[src/rtl/seq_mult_4x4_pkg.sv]
// Shared widths, iteration limit and FSM state type for the 4x4 sequential multiplier.
package mult_pkg;

  localparam int OP_W   = 4;
  localparam int PROD_W = 8;

  localparam logic [1:0] ITER_LAST = 2'd3;

  typedef enum logic [1:0] {
    IDLE = 2'd0,
    BUSY = 2'd1,
    DONE = 2'd2
  } state_t;

endpackage

[src/rtl/seq_mult_4x4_adder.sv]
// 4-bit ripple-carry adder, the single arithmetic element of the multiplier.
module four_bit_adder (
  input  logic [3:0] a,
  input  logic [3:0] b,
  input  logic       cin,
  output logic [3:0] sum,
  output logic       cout
);

  logic [4:0] carry;

  always_comb begin
    carry    = '0;
    sum      = '0;
    carry[0] = cin;
    for (int i = 0; i < 4; i++) begin
      sum[i]     = a[i] ^ b[i] ^ carry[i];
      carry[i+1] = (a[i] & b[i]) | (carry[i] & (a[i] ^ b[i]));
    end
    cout = carry[4];
  end

endmodule

[src/rtl/seq_mult_4x4.sv]
// Unsigned 4x4 shift-and-add multiplier: one partial-product add per cycle,
// four iterations, valid/ready handshakes on operand and product sides.
module seq_mult_4x4
  import mult_pkg::*;
(
  input  logic              clk,
  input  logic              rst,
  input  logic              in_valid,
  output logic              in_ready,
  input  logic [OP_W-1:0]   a,
  input  logic [OP_W-1:0]   b,
  output logic              out_valid,
  input  logic              out_ready,
  output logic [PROD_W-1:0] product,
  output logic              busy
);

  state_t              state_q, state_d;
  logic [OP_W-1:0]     m_q, m_d;
  logic [OP_W-1:0]     acc_q, acc_d;
  logic [OP_W-1:0]     q_q, q_d;
  logic [1:0]          cnt_q, cnt_d;
  logic [PROD_W-1:0]   product_q, product_d;

  logic [OP_W-1:0]     addB;
  logic [OP_W-1:0]     addSum;
  logic                addCout;

  assign addB = q_q[0] ? m_q : '0;

  four_bit_adder uAdder (
    .a    (acc_q),
    .b    (addB),
    .cin  (1'b0),
    .sum  (addSum),
    .cout (addCout)
  );

  // The carry becomes the top bit of the 9-bit {c,s,q} word before the shift,
  // so the partial sum never loses its overflow bit.
  always_comb begin
    state_d   = state_q;
    m_d       = m_q;
    acc_d     = acc_q;
    q_d       = q_q;
    cnt_d     = cnt_q;
    product_d = product_q;
    case (state_q)
      IDLE: begin
        if (in_valid) begin
          m_d     = a;
          q_d     = b;
          acc_d   = '0;
          cnt_d   = '0;
          state_d = BUSY;
        end
      end
      BUSY: begin
        acc_d = {addCout, addSum[OP_W-1:1]};
        q_d   = {addSum[0], q_q[OP_W-1:1]};
        cnt_d = cnt_q + 2'd1;
        if (cnt_q == ITER_LAST) begin
          product_d = {addCout, addSum[OP_W-1:1], addSum[0], q_q[OP_W-1:1]};
          state_d   = DONE;
        end
      end
      DONE: begin
        if (out_ready) begin
          state_d = IDLE;
        end
      end
      default: state_d = IDLE;
    endcase
  end

  always_ff @(posedge clk) begin
    if (rst) begin
      state_q   <= IDLE;
      m_q       <= '0;
      acc_q     <= '0;
      q_q       <= '0;
      cnt_q     <= '0;
      product_q <= '0;
    end else begin
      state_q   <= state_d;
      m_q       <= m_d;
      acc_q     <= acc_d;
      q_q       <= q_d;
      cnt_q     <= cnt_d;
      product_q <= product_d;
    end
  end

  assign in_ready  = (state_q == IDLE);
  assign busy      = (state_q == BUSY);
  assign out_valid = (state_q == DONE);
  assign product   = product_q;

endmodule

[config.mk]
export PLATFORM = sky130hd
export DESIGN_NAME = seq_mult_4x4
export DESIGN_NICKNAME = d
export VERILOG_FILES = /design/src/rtl/seq_mult_4x4_pkg.sv /design/src/rtl/seq_mult_4x4_adder.sv /design/src/rtl/seq_mult_4x4.sv
export SDC_FILE = /design/constraint.sdc
export NUM_CORES = 1
export LEC_CHECK = 0
export CAP_MARGIN = 20
export CORE_MARGIN = 2
export CORE_UTILIZATION = 50
export DETAILED_ROUTE_END_ITERATION = 16
export DONT_BUFFER_PORTS = 1
export PLACE_DENSITY_LB_ADDON = 0.12
export SYNTH_ARGS = -nofsm -noshare
export SYNTH_HDL_FRONTEND = slang
export SYNTH_SLANG_ARGS = --single-unit
[constraint.sdc]
create_clock -name clk -period 4.1 [get_ports clk]
set_clock_uncertainty 0.1 [all_clocks]
set_input_delay 0.41 -clock clk [delete_from_list [all_inputs] [get_ports clk]]
set_output_delay 0.41 -clock clk [all_outputs]
set_load 0.02 [all_outputs]
==> results of run 1 <==
-- state kept, by name, indices dropped and copies added (netlist names) --
name	count
q_q	4
m_q	4
state_q	2
acc_q	4
cnt_q	2
product	8
-- cell families (layout without fill, tap and decap cells) --
family                   after synthesis  in the layout
flip-flops                            24             24
adder cells (fa/ha/maj)                5              5
AND/OR/NAND/NOR                       45             45
buffers and inverters                 10              7
AO/OA/AOI/OAI                         20             20
multiplexers                           9              9
-- critical path, stage by stage (launching register included) --
cell      delay [ns]
dfxtp_1         0.35
and2_1          0.15
ha_1            0.19
fa_1            0.37
fa_1            0.37
inv_1           0.08
fa_1            0.42
nand2b_1        0.16
a21oi_1         0.14
-- worst max path at each step --
stage	start	end	slack (ns)	cells past startpoint
after floorplan	q_q[0]	acc_q[2]	1.85	8
after global placement	q_q[0]	acc_q[2]	1.81	8
after detailed placement	q_q[0]	acc_q[2]	1.74	8
after CTS	q_q[0]	acc_q[2]	1.74	8
after global routing	q_q[0]	acc_q[2]	1.60	8
final	q_q[0]	acc_q[2]	1.74	8
-- cells in the mapped netlist --
cell type	count
dfxtp_1	24
nand2_1	16
nor2_1	13
a21oi_1	12
mux2i_1	8
a211oi_1	6
nand3_1	5
nand2b_1	4
and2_1	3
clkbuf_1	3
fa_1	3
buf_2	2
buf_6	2
ha_1	2
inv_1	2
and3b_1	1
inv_2	1
mux2_2	1
nand3b_1	1
nor2b_1	1
o21a_1	1
o21ba_1	1
or3b_1	1
-- final cells by class --
class                      count  area, sq um
fill                         211          876
multi-input combinational     79          508
sequential                    24          480
tap                           27         33.8
clock inverter                 1         30.0
clock buffer                   3         22.5
inverter                       3         11.3
-- routing by layer --
| metal | global-route usage | up-vias | share of wire |
|---|---|---|---|
| li1 | - | 376 | - |
| met1 | 0.201 | 340 | 0.47 |
| met2 | 0.271 | 20 | 0.46 |
| met3 | 0.0455 | 2 | 0.068 |
| met4 | 0.0556 | 0 | 0.0055 |
| met5 | 0 | - | 0 |
-- through the flow --
step	total power [W]	utilization	std cells	hold slack [ns]	setup WS (ns)
finish	0.000453	0.554	137	0.0301	1.74
detailed placement	0.000288	0.527	133	0.357	1.74
global route	0.000471	0.554	137	0.0130	1.60
CTS	0.000457	0.554	137	0.0260	1.74
floorplan	0.000288	-	113	0.344	1.85
global placement	0.000287	0.527	133	0.345	1.81
-- power groups by stage --
stage	logic [W]	registers, W	clock network [W]
after floorplan	0.0000364	0.000252	0
after global placement	0.0000324	0.000255	0
after detailed placement	0.0000330	0.000255	0
after CTS	0.0000332	0.000250	0.000174
after global routing	0.0000366	0.000252	0.000183
final	0.0000325	0.000250	0.000171
-- cells in the final DEF, fill, tap and decap left out --
cell type,netlist,final
a211oi_1,6,6
inv_2,1,1
nand2b_1,4,4
dfxtp_1,24,24
bufinv_16,0,1
fa_1,3,3
nand2_1,16,16
nand3_1,5,5
o21a_1,1,1
and3b_1,1,1
and2_1,3,3
inv_1,2,2
a21oi_1,12,12
nand3b_1,1,1
mux2_2,1,1
o21ba_1,1,1
ha_1,2,2
nor2_1,13,13
mux2i_1,8,8
nor2b_1,1,1
or3b_1,1,1
clkbuf_4,0,3
==> results.md, run 1 <==
* Clock power frac at 0.376
* Main combinational cell family by area after synthesis: simple AND/OR/NAND/NOR gates
* Sequential share of the synthesized area at 0.460
* Hold Path Cell Cnt at 1
* Layout Nets at 128
* Dominant cell type by area after synthesis: dfxtp_1
* Final wirelength at 1.80 mm
* Area delta synth->final at 4.08%
* N_diodes at 0
* Clock tree buffer depth at 2
* Placer Congestion at 0.807
* Final ANT Viol Nets at 0
* Status: completed
* Share of Yosys cell area claimed by the top area cell type at 0.460
* Max Slew Vio Count at 0
* Cell internal pwr at 0.000355 W
* Port bufs at 0
* Part of the power in registers at 0.552
* DPL Wire Length at 1.30 mm
* Hold path startpoint: rst
* Worst min path class: in2reg
* Clk sinks at 24
* Peak Freq at 0.425 GHz
* Drt wl/cell at 13.2 um
* Post-Synth Simple-Gate Area at 0.200
* # setup viols final at 0
* FF-to-FF End: acc_q[2]
* Largest net degree at the start of global routing at 25
* Die Wd at 49.7 um
* Max_cap viols at 0
* Hold Violations, Final at 0
* PD cells at 417 nW/um^2
* Vias in the first global route at 663
* Synthesized flop and latch total at 24
* Kind of critical path: reg2reg
* Initial Util at 0.532
* Fin crit period at 2.36 ns
* TritonRoute pass-1 iters at 4
* Post-Syn Area per Cell at 9.23 sq um
* Required @ worst endpoint at 4.27 ns
* Area after DPL at 1030 sq um
* Syn Std Cell Area at 1040 sq um
* Vias at 738
* Post-CTS Setup Inserts at 0
* Worst slew pin tran at 0.450 ns
* Ports at 23
* Clock root buffer: clkbuf_4
* Setup TNS at 0 ns
* Drt first-iter violations at 10
* Total GRT Usage at 0.163
* Syn Inst Count at 113
* Final instance area at 1090 sq um
* Switching power at 0.0000981 W
* Hold Path End: product[2]
* Number of buffers created by CTS at 3
* First-pass GRT wire length at 3.07 mm
* Worst setup SP type: flip-flop
* Global route overflow at 0
* Row count at 16
* Sw Share at 0.217
* CTS resizes at 0
* RSZ-0062 raised after global routing: no
* CP Capture Type: flip-flop
* Die area at 2470 sq um
* Top cells by area, synth: dfxtp_1 46%, mux2i_1 7.7%, a21oi_1 5.8%
* # hold bufs at CTS at 0
* Ys Warns at 0
* Post-synthesis net count at 130
* Die height at 49.7 um
* Worst-path clk slew at 0.14 ns
* CP Data Arrival Time at 2.52 ns
* Leak at 0.411 nW
* VDD IR-drop max at 0.000216 V
* DR vias/cell at 5.39
* Gate power share at 0.072
* Post-synthesis mux area share at 0.0875
* Core area at 1960 sq um
* Share of the clock period used by the worst path at 0.574
* Distinct cell type count after synthesis at 23
* RR Startpoint: q_q[0]
* Reg2reg path depth at 8
* Post-Synth XOR/XNOR Area at 0
* Share of cells above drive strength 1 at 0.0545
* Skew-Pair Late Insertion Delay at 0.32 ns
* Residual DRC at 0
* Synth Area in Adders at 0.0815
* CP Max Fanout at 5
* Setup slack, reg-to-reg at 1.74 ns
* Worst slew margin at 0.699
* H-tree Lvls at 1
* Compound-Gate Fraction of Synth Area at 0.118
* Initial antenna violation count at 0
* TritonCTS clock tree: yes
(Power assumes the default switching activity.)
==> inputs of run 2 (changes only) <==
==> constraint.sdc (replaced) <==
create_clock -name clk -period 1.91 [get_ports clk]
set_clock_uncertainty 0.1 [all_clocks]
set_input_delay 0.191 -clock clk [delete_from_list [all_inputs] [get_ports clk]]
set_output_delay 0.191 -clock clk [all_outputs]
set_load 0.02 [all_outputs]
==> run 2 against run 1 <==
First-iteration DRC count increased by 30%. Final cell count increased by 4.4%. Clock power increased by 49%. Maximum frequency increased by 5.3%. Sequential cell count unchanged. Register-to-register slack got worse by 2.1 ns. The flow now finishes with violations (hold timing, setup timing). Setup slack got worse by 2.1 ns.
==> results.md, run 2 (synthesis gave the netlist of run 1 again) <==
* Peak Freq at 0.447 GHz
* Worst path cell trace: and2_4 > ha_4 > fa_2 > fa_2 > inv_2 > fa_1 > nand2b_1 > a21oi_1
* Largest net degree at the start of global routing at 25
* Residual DRC at 0
* CP max stage delay at 0.42 ns
* N_diodes at 0
* Reg2reg path depth at 8
* Worst slew pin tran at 0.452 ns
* Vias in the first global route at 697
* RR Startpoint: m_q[0]
* Layout Nets at 134
* Hold_ws at -0.167 ns
* Final wirelength at 1.85 mm
* DP Worst Slack at -0.339 ns
* Leak at 0.434 nW
* Setup slack, reg-to-reg at -0.33 ns
* DR vias/cell at 5.17
* Cells after DPL at 136
* TritonRoute pass-1 iters at 4
* Max_cap viols at 0
* Filler instances at 202
* Ports at 23
* Setup TNS at -0.612 ns
* Placer Congestion at 0.758
* PD cells at 765 nW/um^2
* Worst slew margin at 0.698
* Die Wd at 49.7 um
* Crit path buffers/inverters at 1
* Finished Layout Cells at 143
* Core area at 1960 sq um
* Hold Violations, Final at 22
* CP Max Fanout at 2
* Drt first-iter violations at 13
* Largest register FFs at 8
* Worst min path class: in2reg
* Vias at 740
* Hold path startpoint: rst
* Status: finished with violations
* Worst Slack Setup Final at -0.326 ns
* H-tree Lvls at 1
* Share of cells above drive strength 1 at 0.164
* TritonCTS clock tree: yes
* Drt wl/cell at 12.9 um
* Skew-Pair Late Insertion Delay at 0.30 ns
* Total GRT Usage at 0.164
* Initial Util at 0.532
* Port bufs at 0
* Hold Path End: state_q[0]
* Cell mode on critical path: fa_2
* Die height at 49.7 um
* Required @ worst endpoint at 2.06 ns
* Worst-path clk slew at 0.12 ns
* Clk sinks at 24
* Clock tree buffer depth at 2
* Slowest-stage cell, CP: fa_1
* Area delta synth->final at 9.83%
* Global route overflow at 0
* Row count at 16
* Most frequent cells in the layout: 21 x dfxtp_1, 16 x nand2_1, 13 x nor2_1, 12 x a21oi_1, 8 x mux2i_1
* Top delay family on crit path: adder cells
* Max Slew Vio Count at 0
* Hold Path Cell Cnt at 1
* VDD IR-drop max at 0.000536 V
* # setup viols final at 3
* DPL Wire Length at 1.37 mm
* First-pass GRT wire length at 3.13 mm
* Share of the clock period used by the worst path at 1.17
* Commonest non-fill, non-tap cell in the layout: dfxtp_1
* Kind of critical path: reg2reg
* Clock root buffer: clkbuf_4
* Number of buffers created by CTS at 3
* Fin crit period at 2.24 ns
* Failing checks: hold timing, setup timing
* Die area at 2470 sq um
* Final ANT Viol Nets at 0
* Worst setup SP type: flip-flop
* FF-to-FF End: acc_q[2]
* CP Data Arrival Time at 2.38 ns
* CP Capture Type: flip-flop
* Initial antenna violation count at 0
* RSZ-0062 raised after global routing: yes
## run 2: through the flow
stage / hold WS (ns) / area, sq um / total power [W] / util
after detailed placement: 0.165 / 1060 / 0.000627 / 0.543
after global routing: -0.204 / 1150 / 0.000925 / 0.584
final: -0.167 / 1150 / 0.000876 / 0.584
after floorplan: 0.156 / 1050 / 0.000619 / -
after CTS: -0.181 / 1130 / 0.000891 / 0.578
after global placement: 0.162 / 1060 / 0.000624 / 0.543
## run 2: layout make-up
class | instances | area (sq um) | share of cell area
repair buffers | 6 | 50.0 | 0.0437
clock buffers | 4 | 36.3 | 0.0317
multi-input cells | 79 | 531 | 0.463
flip-flops and latches | 24 | 484 | 0.422
well taps | 27 | 33.8 | 0.0295
inverters | 3 | 11.3 | 0.00983
## run 2: layer usage
metal	GRT usage	wire [um]
met1	0.202	815
met2	0.273	900
met3	0.0667	133
met4	0.0278	0
met5	0	0
## run 2: worst max-delay path by stage
stage	start	to	cells past startpoint
6_report	m_q[0]	acc_q[2]	8
2_1_floorplan	q_q[0]	acc_q[2]	8
3_3_place_gp	m_q[0]	acc_q[2]	8
3_5_place_dp	m_q[0]	acc_q[2]	8
5_1_grt	m_q[0]	acc_q[2]	8
4_1_cts	m_q[0]	acc_q[2]	8
## run 2: timing repair
item,in CTS,in global routing
hold buffers,1,1
endpoints found under the hold margin,24,23
pin swaps,4,2
resized for setup,4,1
endpoints found under the setup margin,3,7
setup buffers,1,0
## run 2: worst reg2reg max path: cells and delay by family (launching register included)
family,cells,cell delay (ns)
AOI/OAI and AO/OA,1,0.12
buffers and inverters,1,0.06
DFF,1,0.34
and+or+nand+nor,2,0.31
adders and majority gates,4,1.27
## run 2: where the power goes
part	internal, W	leakage (nW)	total [W]	switching (W)
sequential	0.000521	0.196	0.000538	0.0000171
clock	0.000116	0.0210	0.000255	0.000139
combinational	0.0000404	0.216	0.0000832	0.0000428
total	0.000677	0.434	0.000876	0.000199
==> inputs of run 3 (changes only) <==
==> constraint.sdc (replaced) <==
create_clock -name clk -period 1.91 [get_ports clk]
set_clock_uncertainty 0.1 [all_clocks]
set_input_delay 0.191 -clock clk [delete_from_list [all_inputs] [get_ports clk]]
set_output_delay 0.191 -clock clk [all_outputs]
set_load 0.005 [all_outputs]
==> run 3 against run 2 <==
The flow still finishes with violations (hold timing, setup timing). Utilization up 0.70 points. Cell area up 1.2%. First-iteration DRC count down 7.7%. Sequential share of layout area down 0.50 points. Final cell count up 0.70%. Critical path type unchanged. Critical endpoint unchanged. Highest routed layer is now met4.
==> results.md, run 3 (synthesis gave the netlist of run 1 again) <==
* Status: finished with violations
* Failing checks: hold timing, setup timing
* Worst setup SP type: flip-flop
* Max Slew Vio Count at 0
* Fin crit period at 2.24 ns
* M1 GR Usage at 0.215
* Initial Util at 0.532
* Finished Layout Cells at 144
* Hold_ws at -0.182 ns
* Initial antenna violation count at 0
* Worst-path clk slew at 0.13 ns
* Global route overflow at 0
* Die area at 2470 sq um
* Number of buffers created by CTS at 3
* DP Worst Slack at -0.335 ns
* GR met2 Demand/Resource at 0.269
* Required @ worst endpoint at 2.06 ns
* CP Capture Type: flip-flop
* RSZ-0062 raised after global routing: yes
* Die Wd at 49.7 um
* Drt wl/cell at 13.6 um
* Vias in the first global route at 662
* Core area at 1960 sq um
* Skew-Pair Late Insertion Delay at 0.31 ns
* PD cells at 760 nW/um^2
* Most frequent cells in the layout: 21 x dfxtp_1, 16 x nand2_1, 13 x nor2_1, 11 x a21oi_1, 8 x mux2i_1
* TritonCTS clock tree: yes
* Cell mode on critical path: fa_2
* VDD IR-drop max at 0.000475 V
* Top Usage Layer GRT: met2
* Switching power at 0.000202 W
* Port bufs at 0
* Sw Share at 0.229
* Commonest non-fill, non-tap cell in the layout: dfxtp_1
* H-tree Lvls at 1
* Ports at 23
* Worst slew pin tran at 0.439 ns
* CP max stage delay at 0.42 ns
* Clock tree buffer depth at 2
* Largest register FFs at 8
* Clock root buffer: clkbuf_4
* Final instance area at 1160 sq um
* Vias at 759
* Final wirelength at 1.95 mm
* Drt first-iter violations at 12
* Share of the clock period used by the worst path at 1.17
* Worst path cell trace: and2_4 > ha_4 > fa_2 > fa_2 > inv_2 > fa_1 > nand2b_1 > a21oi_1
* Worst Slack Setup Final at -0.329 ns
* DR vias/cell at 5.27
* Slowest-stage cell, CP: fa_1
* Cells after DPL at 136
* Worst min path class: in2reg
* Met3 usage at 0.0667
* Peak Freq at 0.447 GHz
* Crit path buffers/inverters at 1
* Area after DPL at 1060 sq um
* Max_cap viols at 0
* Leak at 0.440 nW
* Share of cells above drive strength 1 at 0.171
* TritonRoute pass-1 iters at 4
* Residual DRC at 0
* Placer Congestion at 0.738
* Row count at 16
* Worst slew margin at 0.708
* Area delta synth->final at 11.2%
* Layout Nets at 135
* Clock power frac at 0.296
* Largest net degree at the start of global routing at 25
* Die height at 49.7 um
* # setup viols final at 3
* Total GRT Usage at 0.166
* Kind of critical path: reg2reg
* First-pass GRT wire length at 3.15 mm
* CP Max Fanout at 2
* Clk sinks at 24
* CP Data Arrival Time at 2.39 ns
* Power Total at 0.000881 W
* Hold Violations, Final at 21
* Gate power share at 0.094
* N_diodes at 0
* Part of the power in registers at 0.610
* Top delay family on crit path: adder cells
* Final ANT Viol Nets at 0
* Filler instances at 197
* Cell internal pwr at 0.000680 W
[run 3: cell count changes in the layout (fill, tap and decap cells not counted)]
cell	delta
dlygate4sd3_1	+1
a21oi_1	-1
a21oi_2	+1
[run 3: layer usage]
metal / wire length [um] / share of wire / vias to the layer above
met5: 0 / 0 / -
met4: 10 / 0.0051 / 0
met3: 129 / 0.066 / 2
met2: 963 / 0.49 / 19
met1: 850 / 0.44 / 351
li1: - / - / 387
[run 3: cell type report]
type / instances / area, sq um / share of cell area
tap: 27 / 33.8 / 0.0291
sequential: 24 / 484 / 0.417
inverter: 3 / 11.3 / 0.00971
clock buffer: 4 / 36.3 / 0.0313
timing repair buffer: 7 / 60.1 / 0.0518
multi-input combinational: 79 / 534 / 0.461
[run 3: worst paths after layout]
kind,startpoint,to,slack (ns),cells past startpoint
worst min-delay path,rst,product[5],-0.18,1
worst min register to register,acc_q[3],acc_q[3],0.37,2
worst max-delay path,m_q[0],acc_q[2],-0.33,8
worst max register to register,m_q[0],acc_q[2],-0.33,8
[run 3: repair_timing]
action	CTS	global route
hold buffers	1	2
gates resized for setup	4	2
pin swaps	4	2
buffers inserted	1	0
gates cloned	0	0
hold endpoints to repair	24	23
setup endpoints to repair	3	7
[run 3: power by group through the flow]
stage | registers, W | clock network [W] | logic [W]
detailed placement | 0.000548 | 0 | 0.0000736
floorplan | 0.000540 | 0 | 0.0000741
finish | 0.000538 | 0.000261 | 0.0000827
CTS | 0.000537 | 0.000270 | 0.0000780
global placement | 0.000547 | 0 | 0.0000725
global route | 0.000541 | 0.000287 | 0.0000925
[run 3: stage by stage]
step	utilization	setup TNS, ns
2_1_floorplan	-	-0.531
3_3_place_gp	0.543	-0.601
3_5_place_dp	0.543	-0.683
4_1_cts	0.578	-0.663
5_1_grt	0.591	-0.896
6_report	0.591	-0.617
[run 3: worst register-to-register path: cells and delay by family, from the launching register on]
family / cells / cell delay (ns)
adder cells (fa/ha/maj): 4 / 1.27
buffers and inverters: 1 / 0.06
flip-flops: 1 / 0.34
AND/OR/NAND/NOR: 2 / 0.31
AO/OA/AOI/OAI: 1 / 0.12
